File: config.mk
export PLATFORM = sky130hd
export DESIGN_NAME = ebox_alu_array
export DESIGN_NICKNAME = d
export VERILOG_FILES = /design/src/rtl/alu_pkg.sv /design/src/rtl/alu_lookahead.sv /design/src/rtl/mc10181.sv /design/src/rtl/ebox_alu_array.sv
export SDC_FILE = /design/constraint.sdc
export NUM_CORES = 1
export LEC_CHECK = 0
export ABC_AREA = 1
export BUFFER_PORTS_ARGS = -buffer_cell sky130_fd_sc_hd__buf_4
export CAP_MARGIN = 20
export CORE_UTILIZATION = 50
export CTS_CLUSTER_DIAMETER = 80
export DETAILED_ROUTE_END_ITERATION = 16
export PLACE_DENSITY = 0.78
export SYNTH_ARGS = -nofsm -noshare
export SYNTH_HDL_FRONTEND = slang
export SYNTH_SLANG_ARGS = --single-unit
File: constraint.sdc
create_clock -name clk -period 2.35 [get_ports clk]
set_input_delay 0.47 -clock clk [delete_from_list [all_inputs] [get_ports clk]]
set_output_delay 0.47 -clock clk [all_outputs]
set_load 0.02 [all_outputs]
File: src/rtl/alu_pkg.sv
// Shared types and constants for the EBOX ALU array.
package alu_pkg;

    typedef struct packed {
        logic [3:0] s;
        logic       boole;
        logic       cin;
        logic       dbl;
    } AluOp;

    typedef enum logic {
        IDLE = 1'b0,
        DHI  = 1'b1
    } AluState;

    localparam logic [3:0] ALU_PASS_A = 4'b0000;
    localparam logic [3:0] ALU_ADD    = 4'b1001;

endpackage

File: src/rtl/alu_lookahead.sv
// 10179-style carry lookahead across four generate/propagate pairs.
module alu_lookahead (
    input  logic [3:0] g_i,
    input  logic [3:0] p_i,
    input  logic       c_i,
    output logic [3:1] c_o,
    output logic       gg_o,
    output logic       gp_o
);

    assign c_o[1] = g_i[0] | (p_i[0] & c_i);
    assign c_o[2] = g_i[1] | (p_i[1] & g_i[0]) | (p_i[1] & p_i[0] & c_i);
    assign c_o[3] = g_i[2] | (p_i[2] & g_i[1]) | (p_i[2] & p_i[1] & g_i[0])
                  | (p_i[2] & p_i[1] & p_i[0] & c_i);

    assign gg_o = g_i[3] | (p_i[3] & g_i[2]) | (p_i[3] & p_i[2] & g_i[1])
                | (p_i[3] & p_i[2] & p_i[1] & g_i[0]);
    assign gp_o = &p_i;

endmodule

File: src/rtl/mc10181.sv
// 4-bit mc10181 function slice: arithmetic F = X plus Y plus Cn, logic F = ~(X ^ Y).
module mc10181 (
    input  logic [3:0] a_i,
    input  logic [3:0] b_i,
    input  logic [3:0] s_i,
    input  logic       m_i,
    input  logic       c_i,
    output logic [3:0] f_o,
    output logic       g_o,
    output logic       p_o
);

    logic [3:0] x;
    logic [3:0] y;
    logic [3:0] h;
    logic [3:1] c_int;

    // y is always a subset of x, so x serves directly as the propagate term
    assign x = a_i | (b_i & {4{s_i[0]}}) | (~b_i & {4{s_i[1]}});
    assign y = (a_i & ~b_i & {4{s_i[2]}}) | (a_i & b_i & {4{s_i[3]}});
    assign h = x & ~y;

    alu_lookahead u_bit_cla (
        .g_i  (y),
        .p_i  (x),
        .c_i  (c_i),
        .c_o  (c_int),
        .gg_o (g_o),
        .gp_o (p_o)
    );

    assign f_o = m_i ? ~h : (h ^ {c_int, c_i});

endmodule

File: src/rtl/ebox_alu_array.sv
// Multi-slice EBOX ALU: single-word ops in one cycle, double-word ops in two via a carry register.
module ebox_alu_array
    import alu_pkg::*;
#(
    parameter  int SLICES    = 9,
    parameter  bit DOUBLE_EN = 1'b1,
    localparam int W         = 4 * SLICES
) (
    input  logic         clk,
    input  logic         reset,
    input  logic         in_valid,
    output logic         in_ready,
    input  logic [0:3]   op_s,
    input  logic         op_boole,
    input  logic         op_cin,
    input  logic         op_dbl,
    input  logic [0:W-1] a_hi,
    input  logic [0:W-1] b_hi,
    input  logic [0:W-1] a_lo,
    input  logic [0:W-1] b_lo,
    output logic         out_valid,
    input  logic         out_ready,
    output logic [0:W-1] f_hi,
    output logic [0:W-1] f_lo,
    output logic         cout,
    output logic         zero
);

    localparam int NGRP = (SLICES + 3) / 4;

    AluOp            op_in;
    AluState         state_q, state_d;
    logic            out_valid_q, out_valid_d;
    logic [W-1:0]    f_hi_q, f_hi_d, f_lo_q, f_lo_d;
    logic [W-1:0]    a_hi_q, a_hi_d, b_hi_q, b_hi_d;
    logic [3:0]      s_q, s_d;
    logic            boole_q, boole_d;
    logic            cout_q, cout_d, zero_q, zero_d, cy_q, cy_d;

    logic [W-1:0]    alu_a, alu_b, alu_f;
    logic [3:0]      alu_s;
    logic            alu_m, alu_cin, arith_co, accept;
    logic [NGRP*4-1:0] sg, sp, slice_c;
    logic [NGRP-1:0] gg, gp;
    logic [NGRP:0]   gcin;
    logic [3:1]      la_c [NGRP];
    logic            unused_pad_c;

    assign op_in    = '{s: op_s, boole: op_boole, cin: op_cin, dbl: op_dbl};
    assign in_ready = (state_q == IDLE) & (!out_valid_q | out_ready) & !reset;
    assign accept   = in_valid & in_ready;

    // One slice array serves both phases; the high phase replays latched operands.
    always_comb begin
        if (state_q == DHI) begin
            alu_a = a_hi_q; alu_b = b_hi_q; alu_s = s_q; alu_m = boole_q; alu_cin = cy_q;
        end else begin
            alu_a = a_lo; alu_b = b_lo; alu_s = op_in.s; alu_m = op_in.boole; alu_cin = op_in.cin;
        end
    end

    for (genvar k = 0; k < NGRP * 4; k++) begin : g_slice
        if (k < SLICES) begin : g_real
            mc10181 u_slice (
                .a_i (alu_a[4*k +: 4]),
                .b_i (alu_b[4*k +: 4]),
                .s_i (alu_s),
                .m_i (alu_m),
                .c_i (slice_c[k]),
                .f_o (alu_f[4*k +: 4]),
                .g_o (sg[k]),
                .p_o (sp[k])
            );
        end else begin : g_pad
            // Padding slices pass carries through so the group outputs stay exact.
            assign sg[k] = 1'b0;
            assign sp[k] = 1'b1;
        end
    end

    for (genvar j = 0; j < NGRP; j++) begin : g_group
        alu_lookahead u_grp_cla (
            .g_i  (sg[4*j +: 4]),
            .p_i  (sp[4*j +: 4]),
            .c_i  (gcin[j]),
            .c_o  (la_c[j]),
            .gg_o (gg[j]),
            .gp_o (gp[j])
        );
    end

    always_comb begin
        logic c;
        c = alu_cin;
        for (int j = 0; j < NGRP; j++) begin
            gcin[j] = c;
            c = gg[j] | (gp[j] & c);
        end
        gcin[NGRP] = c;
    end

    always_comb begin
        slice_c = '0;
        for (int k = 0; k < NGRP * 4; k++) begin
            slice_c[k] = ((k % 4) == 0) ? gcin[k / 4] : la_c[k / 4][k % 4];
        end
    end

    assign unused_pad_c = ^slice_c;
    assign arith_co     = !alu_m & gcin[NGRP];

    always_comb begin
        state_d     = state_q;
        out_valid_d = out_valid_q;
        f_hi_d      = f_hi_q;
        f_lo_d      = f_lo_q;
        cout_d      = cout_q;
        zero_d      = zero_q;
        cy_d        = cy_q;
        a_hi_d      = a_hi_q;
        b_hi_d      = b_hi_q;
        s_d         = s_q;
        boole_d     = boole_q;
        if (state_q == DHI) begin
            f_hi_d      = alu_f;
            cout_d      = arith_co;
            zero_d      = (alu_f == '0) && (f_lo_q == '0);
            out_valid_d = 1'b1;
            state_d     = IDLE;
        end else if (accept) begin
            f_lo_d = alu_f;
            if (op_in.dbl && DOUBLE_EN) begin
                cy_d        = arith_co;
                a_hi_d      = a_hi;
                b_hi_d      = b_hi;
                s_d         = op_in.s;
                boole_d     = op_in.boole;
                out_valid_d = 1'b0;
                state_d     = DHI;
            end else begin
                f_hi_d      = '0;
                cout_d      = arith_co;
                zero_d      = (alu_f == '0);
                out_valid_d = 1'b1;
            end
        end else if (out_ready) begin
            out_valid_d = 1'b0;
        end
    end

    always_ff @(posedge clk) begin
        if (reset) begin
            state_q     <= IDLE;
            out_valid_q <= 1'b0;
            f_hi_q      <= '0;
            f_lo_q      <= '0;
            cout_q      <= 1'b0;
            zero_q      <= 1'b0;
            cy_q        <= 1'b0;
            a_hi_q      <= '0;
            b_hi_q      <= '0;
            s_q         <= '0;
            boole_q     <= 1'b0;
        end else begin
            state_q     <= state_d;
            out_valid_q <= out_valid_d;
            f_hi_q      <= f_hi_d;
            f_lo_q      <= f_lo_d;
            cout_q      <= cout_d;
            zero_q      <= zero_d;
            cy_q        <= cy_d;
            a_hi_q      <= a_hi_d;
            b_hi_q      <= b_hi_d;
            s_q         <= s_d;
            boole_q     <= boole_d;
        end
    end

    assign out_valid = out_valid_q;
    assign f_hi      = f_hi_q;
    assign f_lo      = f_lo_q;
    assign cout      = cout_q;
    assign zero      = zero_q;

endmodule

==> results of run 1 <==
final timing paths:
path | slack (ps) | to | from | depth (start not counted)
worst max-delay path | -570 | cout | state_q | 20
worst min-delay path | 270 | a_hi_q[31] | a_hi[4] | 3
worst max register to register | -570 | cout | state_q | 20
worst min register to register | 450 | b_hi_q[8] | b_hi_q[8] | 2
placed cells by master, fill, tap and decap left out, types with 19 or more instances in the layout:
master	instances
inv_1	134
a21oi_1	75
nor2_1	201
dfxtp_1	153
nand2_4	21
nand2_1	416
nand3_1	112
o21ai_2	19
nand2_2	62
o21ai_0	115
inv_2	20
buf_4	479
o21ai_1	35
sequential cells by signal, indices dropped and copies added, names as in the netlist:
| register | count |
|---|---|
| a_hi_q | 36 |
| b_hi_q | 36 |
| f_hi | 36 |
| f_lo | 36 |
| s_q | 4 |
| boole_q | 1 |
| cout | 1 |
| cy_q | 1 |
| out_valid | 1 |
| state_q | 1 |
| zero | 1 |
final cells by class:
class,instances,area [sq um],share of cell area (%)
timing repair buffer,507,4060,27.3
tap,260,325,2.19
clock buffer,19,443,2.98
multi-input combinational,1204,6190,41.7
sequential,154,3090,20.8
inverter,158,613,4.13
clock inverter,13,143,0.960
layer usage:
layer	track usage, %	up-vias
li1	-	6028
met1	49.4	5645
met2	56.2	666
met3	4.08	81
met4	11.5	0
met5	0	-
power by group through the flow:
stage / combinational [mW] / sequential, mW / clock [mW]
2_1_floorplan: 1.43 / 3.07 / 0
3_3_place_gp: 2.86 / 2.94 / 0
3_5_place_dp: 2.92 / 2.95 / 0
4_1_cts: 3.15 / 2.89 / 2.79
5_1_grt: 3.67 / 2.92 / 2.88
6_report: 3.40 / 2.90 / 2.77
cell families after synthesis:
logic type / synth area share, %
AO/OA/AOI/OAI: 16.8
XOR/XNOR: 0.0901
buffers and inverters: 11.1
flip-flops: 31.7
multiplexers: 0.965
AND/OR/NAND/NOR: 39.4
worst max-delay path: stages, from the launching register on:
cell	delay [ps]
dfxtp_4	450
buf_6	170
nand2_4	70
nand2_8	90
buf_4	120
inv_4	50
or2_1	200
nand4_1	150
nand2_2	120
nor2_4	150
and2_4	180
nand2_1	60
nand3_1	100
nor2_2	60
nand2_4	60
nand2_4	70
o21ai_4	210
nand3_2	100
o211ai_1	140
nand2_2	150
a21oi_2	150
what timing repair did:
action,CTS,global route
gates cloned,0,1
pin swaps,27,24
endpoints found under the setup margin,125,128
hold buffers,0,0
buffers inserted,21,8
gates resized for setup,124,80
==> flow_summary.toml, run 1 <==
[placement]
pre_cts_ws_ps = -613
gp_congestion = 0.950
dp_hpwl_um = 26000
portBuffers = 230
dp.cells = 2253
dpl_cell_area_sq_um = 13300

[worst_setup_path]
endpoint_kind = "flip-flop"
crit_type = "reg -> reg"
cp-start-kind = "flip-flop"
arrival_ps = 3280
crit_fanout = 7
worstPathRequired_ps = 2710

[grt]
grt_max_degree = 113
grt.total_usage_pct = 35.2
grt_first_pass_wirelength_um = 55800
grt_pass1_vias = 11019
overflow = 0
antenna_found_initial = 0

[power]
sw_frac_of_total_pct = 35.0
clkPwrFrac_pct = 30.5
pwr-share-seq_pct = 32.0
p_leak_nw = 7.50
p_sw_mw = 3.18
combPwrFrac_pct = 37.5
irDropWorstVdd_v = 0.000522
p_int_mw = 5.89
powerDensity_nw_per_um2 = 610
power_mw = 9.07

[finish]
syn_to_final_growth_pct = 52.8
final_util_pct = 78.6
stdcell_area_sq_um = 14900
nNetsFinal = 2197
diodes = 0
drive_gt1_share_pct = 36.3
fin_cells = 2315
fillCellCount = 1417

[routing]
drtPass1Iterations = 6
num_vias = 12420
met1Wirelength_um = 15800
drtIter0Drc = 1233
wirelength_um = 36500
drcViolationCount = 0
viasPerCell = 5.37
dr.max_layer_used = "met4"
dr_wl_met2_um = 16500
routedWlPerCell_um = 15.8
wl_met3_um = 3260
ant_nets = 0

[sta]
setup_viol = 74
relSlewSlack_pct = 54.7
hold_viol = 0
drv_slew = 0
whs_ps = 267
setup_tns_ps = -12230
rsz0062_at_grt = "true"
tightestPinTransition_ps = 679
fin_crit_sh_pct = 124
skew_ps = 6.02
layout_setup_ws_ps = -566
fmax_ghz = 0.343
period_needed_ps = 2920

[clock_tree]
cts_max_path_buffers = 2
tritoncts = "yes"
cts.sinks = 154
clk_pin_slew_ps = 70
htree_levels = 4
clk_latency_ps = 430
cts_buffers = 17
ctsRootBufferMaster = "clkbuf_16"

[yosys]
yosysMostFrequentCell = "nand2_1"
synth_top_area_share_pct = 31.7
synthFlopType = "dfxtp_1"
synth_warnings = 0
synthCells = 1597
syn-cell-area_sq_um = 9730
async_flop_share_pct = 0
synth_nets = 1752
synth_edf_count = 0
ys_top_cells_by_area = "dfxtp_1 32%, nand2_1 18%, nor2_1 8.1%"
synth_top_cell_by_area = "dfxtp_1"
ys_seq_elements = 154
syn_area_per_cell_sq_um = 6.09
synthTopCellsByCount = "474 x nand2_1, 211 x nor2_1, 154 x dfxtp_1"
yosysUniqueCellTypes = 48
yosysSeqAreaShare_pct = 31.7

[floorplan]
die_w_um = 141
core_sq_um = 18900
dieArea_sq_um = 20000
initial_core_util_pct = 51.5
dieHeight_um = 141
pin_count = 231
rows = 50

[hold_path]
hold_class = "in -> reg"

[run_status]
failed_checks = "setup timing"
outcome = "complete, but fails checks"

[run]
drv_cap = 0
No activity file was read; power rests on OpenSTA's default activity.
==> run 2, diff against run 1 <==
- GPL_TIMING_DRIVEN: not set -> 0
- PLACE_DENSITY: 0.78 -> not set
- PLACE_DENSITY_LB_ADDON: not set -> 0.05
==> flow_summary.toml, run 2 (same netlist as run 1, synthesis figures left out) <==
[clock_tree]
tritoncts = "yes"
htree_levels = 4
ctsRootBufferMaster = "clkbuf_16"
cts.sinks = 154
cts_max_path_buffers = 2
clk_latency_ps = 440
cts_buffers = 17
clk_pin_slew_ps = 70
postCtsHoldBufs = 0

[finish]
fin_cells = 2226
final_cell_mix = "345 x nand2_1, 321 x buf_4, 195 x nor2_1"
final_common_cell = "nand2_1"
fillCellCount = 1358
diodes = 0
nNetsFinal = 2109
final_util_pct = 79.5
syn_to_final_growth_pct = 54.3
drive_gt1_share_pct = 39.6

[worst_setup_path]
crit_buf_inv = 4
worstPathRequired_ps = 2710
endpoint_kind = "flip-flop"
crit_type = "reg -> reg"
crit_family = "simple AND/OR/NAND/NOR gates"
slowest_stage = "dfxtp_4"
max_stage_delay_ps = 390
arrival_ps = 3540
crit_fanout = 7
cp-start-kind = "flip-flop"
crit_path_frequent_cell = "nand2_1"

[grt]
grt_first_pass_wirelength_um = 56200
grt.total_usage_pct = 36.2
antenna_found_initial = 0
grt_max_degree = 17
grt_pass1_vias = 10759
overflow = 0

[sta]
hold_viol = 0
skew_ps = 9.94
relSlewSlack_pct = 48.6
rsz0062_at_grt = "true"
whs_ps = 249
fin_crit_sh_pct = 135
setup_viol = 105
period_needed_ps = 3180
layout_setup_ws_ps = -825
drv_slew = 0
tightestPinTransition_ps = 771
fmax_ghz = 0.315

[routing]
routedWlPerCell_um = 18.2
viasPerCell = 5.75
drcViolationCount = 0
ant_nets = 0
num_vias = 12796
drtIter0Drc = 1158
wirelength_um = 40600
drtPass1Iterations = 5

[floorplan]
core_sq_um = 18900
pin_count = 231
initial_core_util_pct = 51.5
rows = 50
dieHeight_um = 141
dieArea_sq_um = 20000
die_w_um = 141

[placement]
gp_congestion = 0.931
portBuffers = 229
dp_hpwl_um = 27400
dp.cells = 2086

[power]
powerDensity_nw_per_um2 = 616
irDropWorstVdd_v = 0.000535
p_leak_nw = 7.17

[run]
drv_cap = 0

[run_status]
failed_checks = "setup timing"
outcome = "complete, but fails checks"

[hold_path]
hold_class = "in -> reg"
-- run 2: cell count changes in the layout (fill, tap and decap cells not counted), sizes merged --
cell    delta
bufinv     +1
clkbuf    +44
inv        -3
buf      -132
nand2      +1
-- run 2: what timing repair did --
action / in CTS / in global routing
pin swaps: 41 / 78
resized for setup: 205 / 315
cloned: 6 / 5
setup endpoints to repair: 126 / 143
buffers inserted: 59 / 44
-- run 2: path summary, 6_finish.rpt --
kind	from	to	slack [ps]	depth (start not counted)
max	state_q	zero	-830	25
min reg2reg	b_hi_q[3]	b_hi_q[3]	450	2
max reg2reg	state_q	zero	-830	25
min	b_hi[13]	b_hi_q[22]	250	3
-- run 2: where the power goes --
part / total, mW / internal (mW) / switching, mW
clock network: 2.84 / 1.67 / 1.18
registers: 2.92 / 2.79 / 0.127
logic: 3.49 / 1.41 / 2.08
-- run 2: stage by stage --
stage | setup TNS [ps] | setup WS, ps | power (mW) | instance area, sq um
2_1_floorplan | -208 | -149 | 4.50 | 9780
3_3_place_gp | -39630 | -948 | 5.30 | 11800
3_5_place_dp | -43860 | -966 | 5.35 | 11800
4_1_cts | -10170 | -630 | 8.50 | 13700
5_1_grt | -30250 | -988 | 9.55 | 15000
6_report | -21460 | -825 | 9.25 | 15000
-- run 2: worst reg2reg max path, delay by kind of cell, from the launching register on --
family / cells / cell delay, ps
buffers and inverters: 4 / 530
and+or+nand+nor: 19 / 1970
DFF: 1 / 390
AOI/OAI and AO/OA: 2 / 200
-- run 2: final cells by class --
cell class | instances | area [sq um] | share of cell area, %
multi-input cells | 1205 | 6940 | 46.2
clock buffers | 20 | 437 | 2.91
clock inverters | 11 | 148 | 0.984
flip-flops and latches | 154 | 3090 | 20.6
repair buffers | 338 | 2770 | 18.4
inverters | 158 | 609 | 4.06
plain buffers | 80 | 697 | 4.64
well taps | 260 | 325 | 2.17
-- run 2: metal layers --
layer | vias to the layer above | global-route usage (%) | wire, um
met4 | 0 | 13.1 | 1620
met3 | 148 | 5.16 | 4000
li1 | 5857 | - | -
met2 | 894 | 58.4 | 18700
met1 | 5897 | 49.4 | 16300
met5 | - | 0 | 0
==> run 3, diff against run 2 <==
- CORE_ASPECT_RATIO: not set -> 1.75
- SKIP_LAST_GASP: not set -> 1
==> flow_summary.toml, run 3 (same netlist as run 1, synthesis figures left out) <==
[run_status]
outcome = "complete, but fails checks"
failed_checks = "setup timing"

[power]
irDropWorstVdd_v = 0.000575
power_mw = 8.65
powerDensity_nw_per_um2 = 615
p_leak_nw = 6.82

[clock_tree]
cts_buffers = 17
ctsRootBufferMaster = "clkbuf_16"
cts_max_path_buffers = 2
tritoncts = "yes"
cts.sinks = 154
postCtsHoldBufs = 0
clk_pin_slew_ps = 70
clk_latency_ps = 440
htree_levels = 4

[floorplan]
die_w_um = 107
rows = 67
core_sq_um = 19100
dieHeight_um = 187
pin_count = 231
dieArea_sq_um = 20000
initial_core_util_pct = 50.9

[placement]
dp_hpwl_um = 27700
gp_congestion = 0.968
pre_cts_ws_ps = -1000
portBuffers = 229

[routing]
drtIter0Drc = 948
drtPass1Iterations = 6
drcViolationCount = 0
ant_nets = 0
num_vias = 11914
wirelength_um = 37100
viasPerCell = 5.49
routedWlPerCell_um = 17.1

[worst_setup_path]
arrival_ps = 3470
worstPathRequired_ps = 2720
crit_type = "reg -> reg"
cp-start-kind = "flip-flop"
crit_fanout = 6
r2r_slack_ps = -750
endpoint_kind = "flip-flop"
slowest_stage = "dfxtp_2"
max_stage_delay_ps = 340
crit_path_frequent_cell = "nand2_2"

[grt]
grt_pass1_vias = 11078
antenna_found_initial = 0
grt_first_pass_wirelength_um = 55900
grt.total_usage_pct = 36.2
overflow = 0
grt_max_degree = 17

[sta]
tightestPinTransition_ps = 784
rsz0062_at_grt = "true"
fmax_ghz = 0.322
skew_ps = 7.86
fin_crit_sh_pct = 132
layout_setup_ws_ps = -752
period_needed_ps = 3100
drv_slew = 0
hold_viol = 0
setup_viol = 145
relSlewSlack_pct = 47.7

[finish]
syn_to_final_growth_pct = 44.5
fillCellCount = 1641
diodes = 0
final_common_cell = "nand2_1"
nNetsFinal = 2072
drive_gt1_share_pct = 33.0
final_cell_mix = "396 x nand2_1, 287 x buf_4, 193 x nor2_1"

[hold_path]
hold_class = "in -> reg"

[run]
drv_cap = 0
## run 3: cell types whose count changed in the layout (fill, tap and decap cells not counted), moves of 10 or more
cell,delta
o21ai_4,-11
o21ai_1,-14
buf_4,-34
nand3_2,-14
o21ai_0,+32
nand2_1,+51
nand2_2,-40
nand2_4,-10
nand3_1,+16
## run 3: power by group
part | total, mW | switching (mW) | internal (mW) | leakage (nW)
sequential | 2.91 | 0.121 | 2.79 | 1.26
clock | 2.68 | 1.15 | 1.53 | 0.267
combinational | 3.05 | 1.84 | 1.21 | 5.29
total | 8.65 | 3.12 | 5.53 | 6.82
## run 3: timing repair
item | CTS | global route
hold endpoints to repair | 0 | 0
pin swaps | 15 | 53
cloned | 5 | 2
gates resized for setup | 137 | 182
buffers inserted | 47 | 26
setup endpoints to repair | 119 | 149
## run 3: cell type report
class                   instances  area (sq um)  share of cell area [%]
repair inverters                1          8.76                  0.0623
repair buffers                300          2400                    17.1
clock buffers                  21           470                    3.35
clock inverters                11          96.3                   0.686
multi-input cells            1204          6400                    45.6
flip-flops and latches        154          3080                    21.9
inverters                     158           622                    4.42
well taps                     241           302                    2.15
plain buffers                  81           664                    4.73
## run 3: metal layers
layer | global-route usage [%] | wire [um] | up-vias
met2 | 63.8 | 18600 | 575
met1 | 40.4 | 13800 | 5402
met5 | 0 | 0 | -
met4 | 22.2 | 2410 | 0
met3 | 4.89 | 2210 | 154
li1 | - | - | 5783
## run 3: metrics by stage
| stage | TNS, ps | hold WS (ps) | area (sq um) | utilization, % | std cells |
|---|---|---|---|---|---|
| 6_report | -26470 | 247 | 14100 | 73.5 | 2171 |
| 3_5_place_dp | -42400 | 442 | 11800 | 61.7 | 2067 |
| 3_3_place_gp | -41810 | 433 | 11800 | 61.7 | 2067 |
| 2_1_floorplan | -208 | 424 | 9780 | - | 1597 |
| 4_1_cts | -25870 | 248 | 13300 | 69.4 | 2151 |
| 5_1_grt | -40760 | 251 | 14100 | 73.5 | 2171 |
## run 3: critical path: cells and delay by family (launching register included)
| kind | cells | cell delay [ps] |
|---|---|---|
| simple gates | 20 | 1640 |
| buf+inv | 8 | 760 |
| compound gates | 2 | 270 |
| flops | 1 | 340 |
## run 3: worst paths after layout
path	depth (start not counted)	endpoint	startpoint
min	3	a_hi_q[28]	a_hi[7]
max reg2reg	30	zero	state_q
min reg2reg	2	b_hi_q[27]	b_hi_q[27]
max	30	zero	state_q
